File: src/rtl/arb_rr_lock.sv
// arb_rr_lock: round-robin arbiter with packet lock and optional burst limit.
// The grant is held from IDLE pick until lst or LIMIT transfers, with zero-bubble handover.
module arb_rr_lock #(
    parameter int    WIDTH     = 4,
    parameter string DIRECTION = "LSB",
    parameter int    LIMIT     = 0
) (
    input  logic                     clk,
    input  logic                     rst_n,
    input  logic [WIDTH-1:0]         req,
    input  logic [WIDTH-1:0]         lst,
    input  logic                     rdy,
    output logic                     vld,
    output logic [WIDTH-1:0]         gnt,
    output logic [$clog2(WIDTH)-1:0] idx,
    output logic                     bsy
);
    localparam int IW = $clog2(WIDTH);
    localparam int CW = LIMIT > 0 ? $clog2(LIMIT + 1) : 1;
    localparam bit MSB = DIRECTION == "MSB";
    localparam logic [WIDTH-1:0] ONE = WIDTH'(1);

    typedef enum logic {IDLE, LOCK} state_t;

    state_t           state, state_nxt;
    logic [WIDTH-1:0] msk, msk_nxt, gnt_nxt, msk_upd, edge_m, oth, sel, sel_hand;
    logic [CW-1:0]    cnt, cnt_nxt;
    logic             trn, rel;

    function automatic logic [WIDTH-1:0] pick(input logic [WIDTH-1:0] r);
        logic [WIDTH-1:0] p;
        p = '0;
        for (int i = WIDTH - 1; i >= 0; i--) if (!MSB && r[i]) p = ONE << i;
        for (int i = 0; i < WIDTH; i++) if (MSB && r[i]) p = ONE << i;
        return p;
    endfunction

    function automatic logic [WIDTH-1:0] pick2(input logic [WIDTH-1:0] r, input logic [WIDTH-1:0] m);
        return |(r & m) ? pick(r & m) : pick(r);
    endfunction

    always_comb begin
        trn      = vld & rdy;
        rel      = trn & (|(lst & gnt) | ((LIMIT != 0) && (cnt == CW'(LIMIT - 1))));
        // Mask keeps only requesters past the winner; empty means the winner sat on the edge.
        edge_m   = MSB ? gnt - ONE : ~((gnt << 1) - ONE);
        msk_upd  = (edge_m == '0) ? '1 : edge_m;
        oth      = req & ~gnt;
        sel      = pick2(req, msk);
        sel_hand = pick2(oth, msk_upd);
    end

    always_ff @(posedge clk or negedge rst_n) begin
        if (!rst_n) begin
            state <= IDLE;
            gnt   <= '0;
            msk   <= '1;
            cnt   <= '0;
        end else begin
            state <= state_nxt;
            gnt   <= gnt_nxt;
            msk   <= msk_nxt;
            cnt   <= cnt_nxt;
        end
    end

    always_comb begin
        state_nxt = state;
        gnt_nxt   = gnt;
        msk_nxt   = msk;
        cnt_nxt   = cnt;
        if (state == IDLE) begin
            if (|req) begin
                gnt_nxt   = sel;
                state_nxt = LOCK;
                cnt_nxt   = '0;
            end
        end else begin
            if (trn) cnt_nxt = cnt + CW'(1);
            if (rel) begin
                msk_nxt = msk_upd;
                cnt_nxt = '0;
                gnt_nxt = |oth ? sel_hand : '0;
                state_nxt = |oth ? LOCK : IDLE;
            end
        end
    end

    always_comb begin
        vld = |(req & gnt);
        bsy = state == LOCK;
        idx = '0;
        for (int i = 0; i < WIDTH; i++) if (gnt[i]) idx = IW'(i);
    end
endmodule

File: config.mk
export PLATFORM = sky130hd
export DESIGN_NAME = arb_rr_lock
export DESIGN_NICKNAME = d
export VERILOG_FILES = /design/src/rtl/arb_rr_lock.sv
export SDC_FILE = /design/constraint.sdc
export NUM_CORES = 1
export LEC_CHECK = 0
export ABC_CLOCK_PERIOD_IN_PS = 3100
export BUFFER_PORTS_ARGS = -buffer_cell sky130_fd_sc_hd__clkbuf_2
export CAP_MARGIN = 15
export CORE_MARGIN = 4
export CORE_UTILIZATION = 32
export DETAILED_ROUTE_END_ITERATION = 7
export PLACE_DENSITY = 0.64
export RECOVER_POWER = 25
export SLEW_MARGIN = 0
export SYNTH_ARGS = -nofsm -noshare
export SYNTH_HDL_FRONTEND = slang
export SYNTH_SLANG_ARGS = --single-unit
File: constraint.sdc
create_clock -name clk -period 3.1 [get_ports clk]
set_input_delay 0 -clock clk [delete_from_list [all_inputs] [get_ports clk]]
set_output_delay 0 -clock clk [all_outputs]
set_load 0.03 [all_outputs]
==> summary.txt, run 1 <==
Hold path
  – Hold path depth: 3
  – Worst hold path type: in -> reg

Routing
  – Via count of the routed design: 737
  – Initial DRC Count: 22
  – Vias/cell: 5.80
  – Routed len/inst: 14.8 microns
  – DRC errors left: 0
  – Pre-antenna DRT Iters: 4
  – Total wire length: 1.88 mm
  – Post-route ant nets: 0

GRT
  – GR Util met2: 21.1%
  – Routing usage on met1: 15.4%
  – Met3 Use GR: 1.84%
  – First-pass GRT wire length: 3.29 mm
  – Grt total ovfl: 0
  – Grt peak-use layer: met2
  – GRT Util Overall: 12.9%
  – Number of global-route vias before repair: 712
  – Initial antenna violation count: 0
  – Largest net degree at the start of global routing: 12

Power
  – Design Power: 0.905 mW
  – VDD IR-drop max: 0.000478 V
  – Leak: 0.397 nW
  – Pwr dens: 1030 mW/mm^2

Synthesis
  – Sequential element share of the synthesized area: 30.7%
  – Async set-or-reset flop fraction in the synthesized netlist: 100%
  – Synth Instances: 81
  – Synth area leader: dfrtp_1
  – Post-synthesis average cell area: 9.27 sq um
  – Number of synthesized flops with an enable pin: 0
  – Main area contributors after synthesis: dfrtp_1 (17%), dfstp_2 (14%), o21ai_0 (6.0%)
  – Post-synth cell types: 43
  – Mapped cell area: 751 sq um
  – Syn_nets: 93
  – Post-synth top area share: 16.7%
  – Ys Warns: 0
  – Yosys reg bits: 9
  – Synth Flop Type: dfrtp_1

Final layout
  – Layout cells sized above 1: 35.4%
  – Post-layout util: 39.9%
  – Commonest non-fill, non-tap cell in the layout: clkbuf_2
  – Area growth, synth to finish: 17.5%
  – Ant diodes: 0
  – Nets@finish: 112
  – Fin cells: 127
  – Most frequent cells in the layout: clkbuf_2 (17), o21ai_0 (9), nand2_1 (5), dfrtp_1 (5)

Floorplan
  – Initial Util: 33.9%
  – IO Pins: 19
  – Die ar.: 0.00318 sq mm
  – Die Y: 56.4 microns
  – Core area: 0.00221 sq mm
  – Die X: 56.4 microns
  – FP Rows: 17

CTS
  – Setup bufs post-CTS: 0
  – H-Tree Depth: 1
  – Post_cts resized: 0
  – TritonCTS Sinks: 9
  – Hold_buf cts: 1
  – Maximum clock path buffer count: 2
  – Clk_lat worst skew: 0.26 ns
  – CTS tree: built
  – Clock Root Buffer: clkbuf_4
  – Cts bufs inserted: 3
  – Clk pin slew, worst setup/hold paths: 0.06 ns

Setup path
  – WS Path Type: reg -> reg
  – Critical Path RT: 3.24 ns
  – Crit-path max FO: 11
  – Crit start category: register
  – CP Capture Type: register
  – Worst Reg-to-Reg Cells: 6
  – Critical path arrival: 2.15 ns

Outcome
  – Run status: finished clean

STA
  – Maximum operating frequency: 0.497 GHz
  – Layout Skew: 0.000348 ns
  – Slew Viols, Final: 0
  – RSZ-0062 raised after global routing: false
  – Post-route minimum period: 2.01 ns
  – Slew Limit Headroom: 68.3%
  – Setup-failing EPs final: 0
  – Least-Margin Pin Slew: 0.476 ns
  – Crit share post-route: 64.9%
  – Final setup TNS: 0 ns
  – Fin. Hold Viols: 0

Place
  – Inst Count DP: 122
  – Port Buffers: 18
  – GPL Wtd Cong: 0.915
  – DPL Wire Length: 1.51 mm

Flow run
  – # Max-Cap Violations: 0
## stage by stage
stage               worst slack [ns]  hold WS, ns  instance area, sq um
floorplan                       1.16       -0.296                   751
global placement                1.18       -0.135                   847
detailed placement              1.12       -0.133                   847
CTS                             1.11        0.123                   883
global route                   0.946        0.182                   882
finish                          1.09        0.160                   882
## layer usage
metal / share of wire, % / wire length (microns)
met3: 5.3 / 99
met4: 2.5 / 48
met5: 0 / 0
met2: 51 / 952
met1: 42 / 782
## where the power goes
group          total [mW]  internal [mW]  switching [mW]
Combinational       0.552          0.232           0.321
Clock              0.0872         0.0494          0.0378
Sequential          0.265          0.182          0.0835
Total               0.905          0.463           0.442
## cell type report
type                            instances  area [sq um]
Tap cell                               28          35.0
Multi-Input combinational cell         63           477
Fill cell                             236          1330
Timing Repair Buffer                   19          98.8
Clock buffer                            4          26.3
Inverter                                4          15.0
Sequential cell                         9           230
## flip-flops by register name, indices dropped and copies added (netlist names)
register  cells
bsy           1
gnt           4
msk           4
## synthesized netlist by cell type (all sizes together) (2+ instances only)
| library cell | number |
|---|---|
| a21boi | 2 |
| a21oi | 2 |
| a221oi | 2 |
| a22oi | 5 |
| buf | 4 |
| dfrtp | 5 |
| dfstp | 4 |
| inv | 4 |
| mux2 | 4 |
| nand2 | 5 |
| nor2 | 2 |
| nor2b | 3 |
| o211a | 2 |
| o211ai | 2 |
| o21ai | 10 |
| or2 | 3 |
## cells by family (layout without fill, tap and decap cells)
group / Yosys count / in the layout / share of synthesized area, %
multiplexers: 4 / 4 / 6.50
AO/OA/AOI/OAI: 37 / 37 / 38.5
XOR/XNOR: 2 / 2 / 2.33
flip-flops: 9 / 9 / 30.7
buffers and inverters: 9 / 27 / 5.83
adder cells (fa/ha/maj): 1 / 1 / 1.67
AND/OR/NAND/NOR: 19 / 19 / 14.5
## path summary, 6_finish.rpt
| kind | from | endpoint | slack [ns] |
|---|---|---|---|
| min | req[3] | bsy$_DFF_PN0_ | 0.16 |
| max in group asynchronous | rst_n | msk[2]$_DFFE_PN1P_ | 2.55 |
| max reg2reg | gnt[0]$_DFFE_PN0P_ | gnt[3]$_DFFE_PN0P_ | 1.09 |
| max | gnt[0]$_DFFE_PN0P_ | gnt[3]$_DFFE_PN0P_ | 1.09 |
| min reg2reg | msk[0]$_DFFE_PN1P_ | msk[0]$_DFFE_PN1P_ | 0.53 |
| min in group asynchronous | rst_n | bsy$_DFF_PN0_ | 0.21 |
## critical path: stages (launching register included)
cell	delay [ns]
dfrtp_1	0.56
inv_1	0.15
ha_1	0.29
xor2_1	0.26
o22ai_1	0.12
a41o_1	0.26
mux2_2	0.26
Power figures use the tool's default switching activity.
==> run 2, diff against run 1 <==
- ABC_CLOCK_PERIOD_IN_PS: 3100 -> 1800
- PLACE_DENSITY: 0.64 -> 0.66
- clock period: 3.1 -> 1.8 ns (I/O delays scaled with it)
==> summary.txt, run 2 (synthesis results as in run 1) <==
Power
  – Register share of total power: 24.0%
  – Psw: 0.809 mW
  – Sw frac: 47.2%
  – Leak: 0.422 nW
  – VDD IR-drop max: 0.000888 V
  – Cell internal pwr: 0.905 mW
  – Clock share of power: 9.1%
  – Pwr dens: 1820 mW/mm^2
  – Share of total power in combinational logic: 66.9%

CTS
  – Clk_lat worst skew: 0.26 ns
  – Clk pin slew, worst setup/hold paths: 0.06 ns
  – H-Tree Depth: 1
  – CTS tree: built
  – Cts bufs inserted: 3
  – Maximum clock path buffer count: 2
  – TritonCTS Sinks: 9
  – Clock Root Buffer: clkbuf_4
  – Post_cts resized: 0

Routing
  – Via count of the routed design: 754
  – Initial DRC Count: 15
  – DRC errors left: 0
  – Post-route ant nets: 0
  – Pre-antenna DRT Iters: 4
  – Vias/cell: 5.71
  – Routed len/inst: 16.1 microns
  – Total wire length: 2.13 mm

GRT
  – First-pass GRT wire length: 3.44 mm
  – Largest net degree at the start of global routing: 11
  – GRT Util Overall: 13.8%
  – Number of global-route vias before repair: 748
  – Grt total ovfl: 0
  – Initial antenna violation count: 0

STA
  – Min Hold Slack: 0.166 ns
  – Final setup TNS: 0 ns
  – Crit share post-route: 94.5%
  – Slew Limit Headroom: 66.0%
  – Post-route minimum period: 1.70 ns
  – Slew Viols, Final: 0
  – RSZ-0062 raised after global routing: false
  – Maximum operating frequency: 0.588 GHz
  – Layout Skew: 0.00451 ns
  – Fin. Hold Viols: 0
  – Least-Margin Pin Slew: 0.509 ns
  – Setup-failing EPs final: 0

Final layout
  – Register area: 231 sq um
  – Most frequent cells in the layout: clkbuf_2 (17), o21ai_0 (9), nand2_1 (5), buf_4 (5)
  – Ant diodes: 0
  – Area growth, synth to finish: 25.3%
  – Layout cells sized above 1: 41.3%
  – Footprint of the multi-input gates: 497 sq um
  – Fin cells: 132
  – Layout fillers: 219
  – Commonest non-fill, non-tap cell in the layout: clkbuf_2
  – Nets@finish: 117

Floorplan
  – Initial Util: 33.9%
  – Die ar.: 0.00318 sq mm
  – FP Rows: 17
  – Die Y: 56.4 microns
  – Core area: 0.00221 sq mm
  – Die X: 56.4 microns
  – IO Pins: 19

Flow run
  – # Max-Cap Violations: 0

Setup path
  – WS Path Type: reg -> reg
  – Crit-path max FO: 6
  – Reg-to-reg startpoint: gnt[0]$_DFFE_PN0P_
  – Crit-path slowest cell: dfrtp_2
  – Critical path's largest stage delay: 0.44 ns
  – Crit start category: register
  – Crit path launch: gnt[0]$_DFFE_PN0P_
  – Critical Path RT: 1.94 ns
  – Worst Reg-to-Reg Cells: 6
  – CP Capture Type: register
  – Crit-path cells: inv_1, ha_4, xor2_2, o22ai_1, a41o_1, mux2_2
  – Critical path arrival: 1.85 ns

Place
  – GPL Wtd Cong: 0.842
  – Port Buffers: 18
  – DPL Wire Length: 1.68 mm
  – Inst Count DP: 127

Hold path
  – Min-delay src: req[2]
  – Hold path depth: 3
  – Worst hold path type: in -> reg

Outcome
  – Run status: finished clean
[run 2: what timing repair did]
item	CTS	global route
endpoints found under the hold margin	9	0
hold buffers	1	0
setup buffers	0	0
[run 2: layout make-up]
class | count | area share (%)
Multi-Input combinational cell | 63 | 52.8
Sequential cell | 9 | 24.6
Timing Repair Buffer | 24 | 14.5
Tap cell | 28 | 3.72
Clock buffer | 4 | 2.79
Inverter | 4 | 1.60
[run 2: path summary, 6_finish.rpt]
kind                                 endpoint  slack, ns
max                        gnt[3]$_DFFE_PN0P_        0.1
min                             bsy$_DFF_PN0_       0.17
max reg2reg                gnt[3]$_DFFE_PN0P_        0.1
min reg2reg                msk[0]$_DFFE_PN1P_       0.53
max in group asynchronous  gnt[0]$_DFFE_PN0P_       1.21
min in group asynchronous       bsy$_DFF_PN0_       0.21
[run 2: power by group through the flow]
stage	logic [mW]	registers [mW]	clock network, mW
floorplan	0.777	0.461	0
global placement	1.13	0.408	0
detailed placement	1.14	0.411	0
CTS	1.15	0.409	0.162
global route	1.25	0.424	0.171
finish	1.15	0.410	0.156
[run 2: through the flow]
step	utilization, %	cell area, sq um	power [mW]	setup slack (ns)
finish	42.5	941	1.71	0.0995
global route	42.5	941	1.84	0.0412
CTS	42.6	942	1.72	0.103
detailed placement	41.0	906	1.56	0.114
global placement	41.0	906	1.53	0.134
floorplan	-	772	1.24	0.0105
[run 2: critical path: cells and delay by family (launching register included)]
kind	cells	cell delay [ns]
compound gates	2	0.35
xor+xnor	1	0.18
fa+ha+maj	1	0.19
buf+inv	1	0.16
flops	1	0.44
mux	1	0.26
[run 2: metal layers]
layer	up-vias	routed length [microns]	GRT usage, %
li1	365	-	-
met1	365	938	16.3
met2	20	1070	22.8
met3	4	95	3.22
met4	0	29	7.80
met5	-	0	0
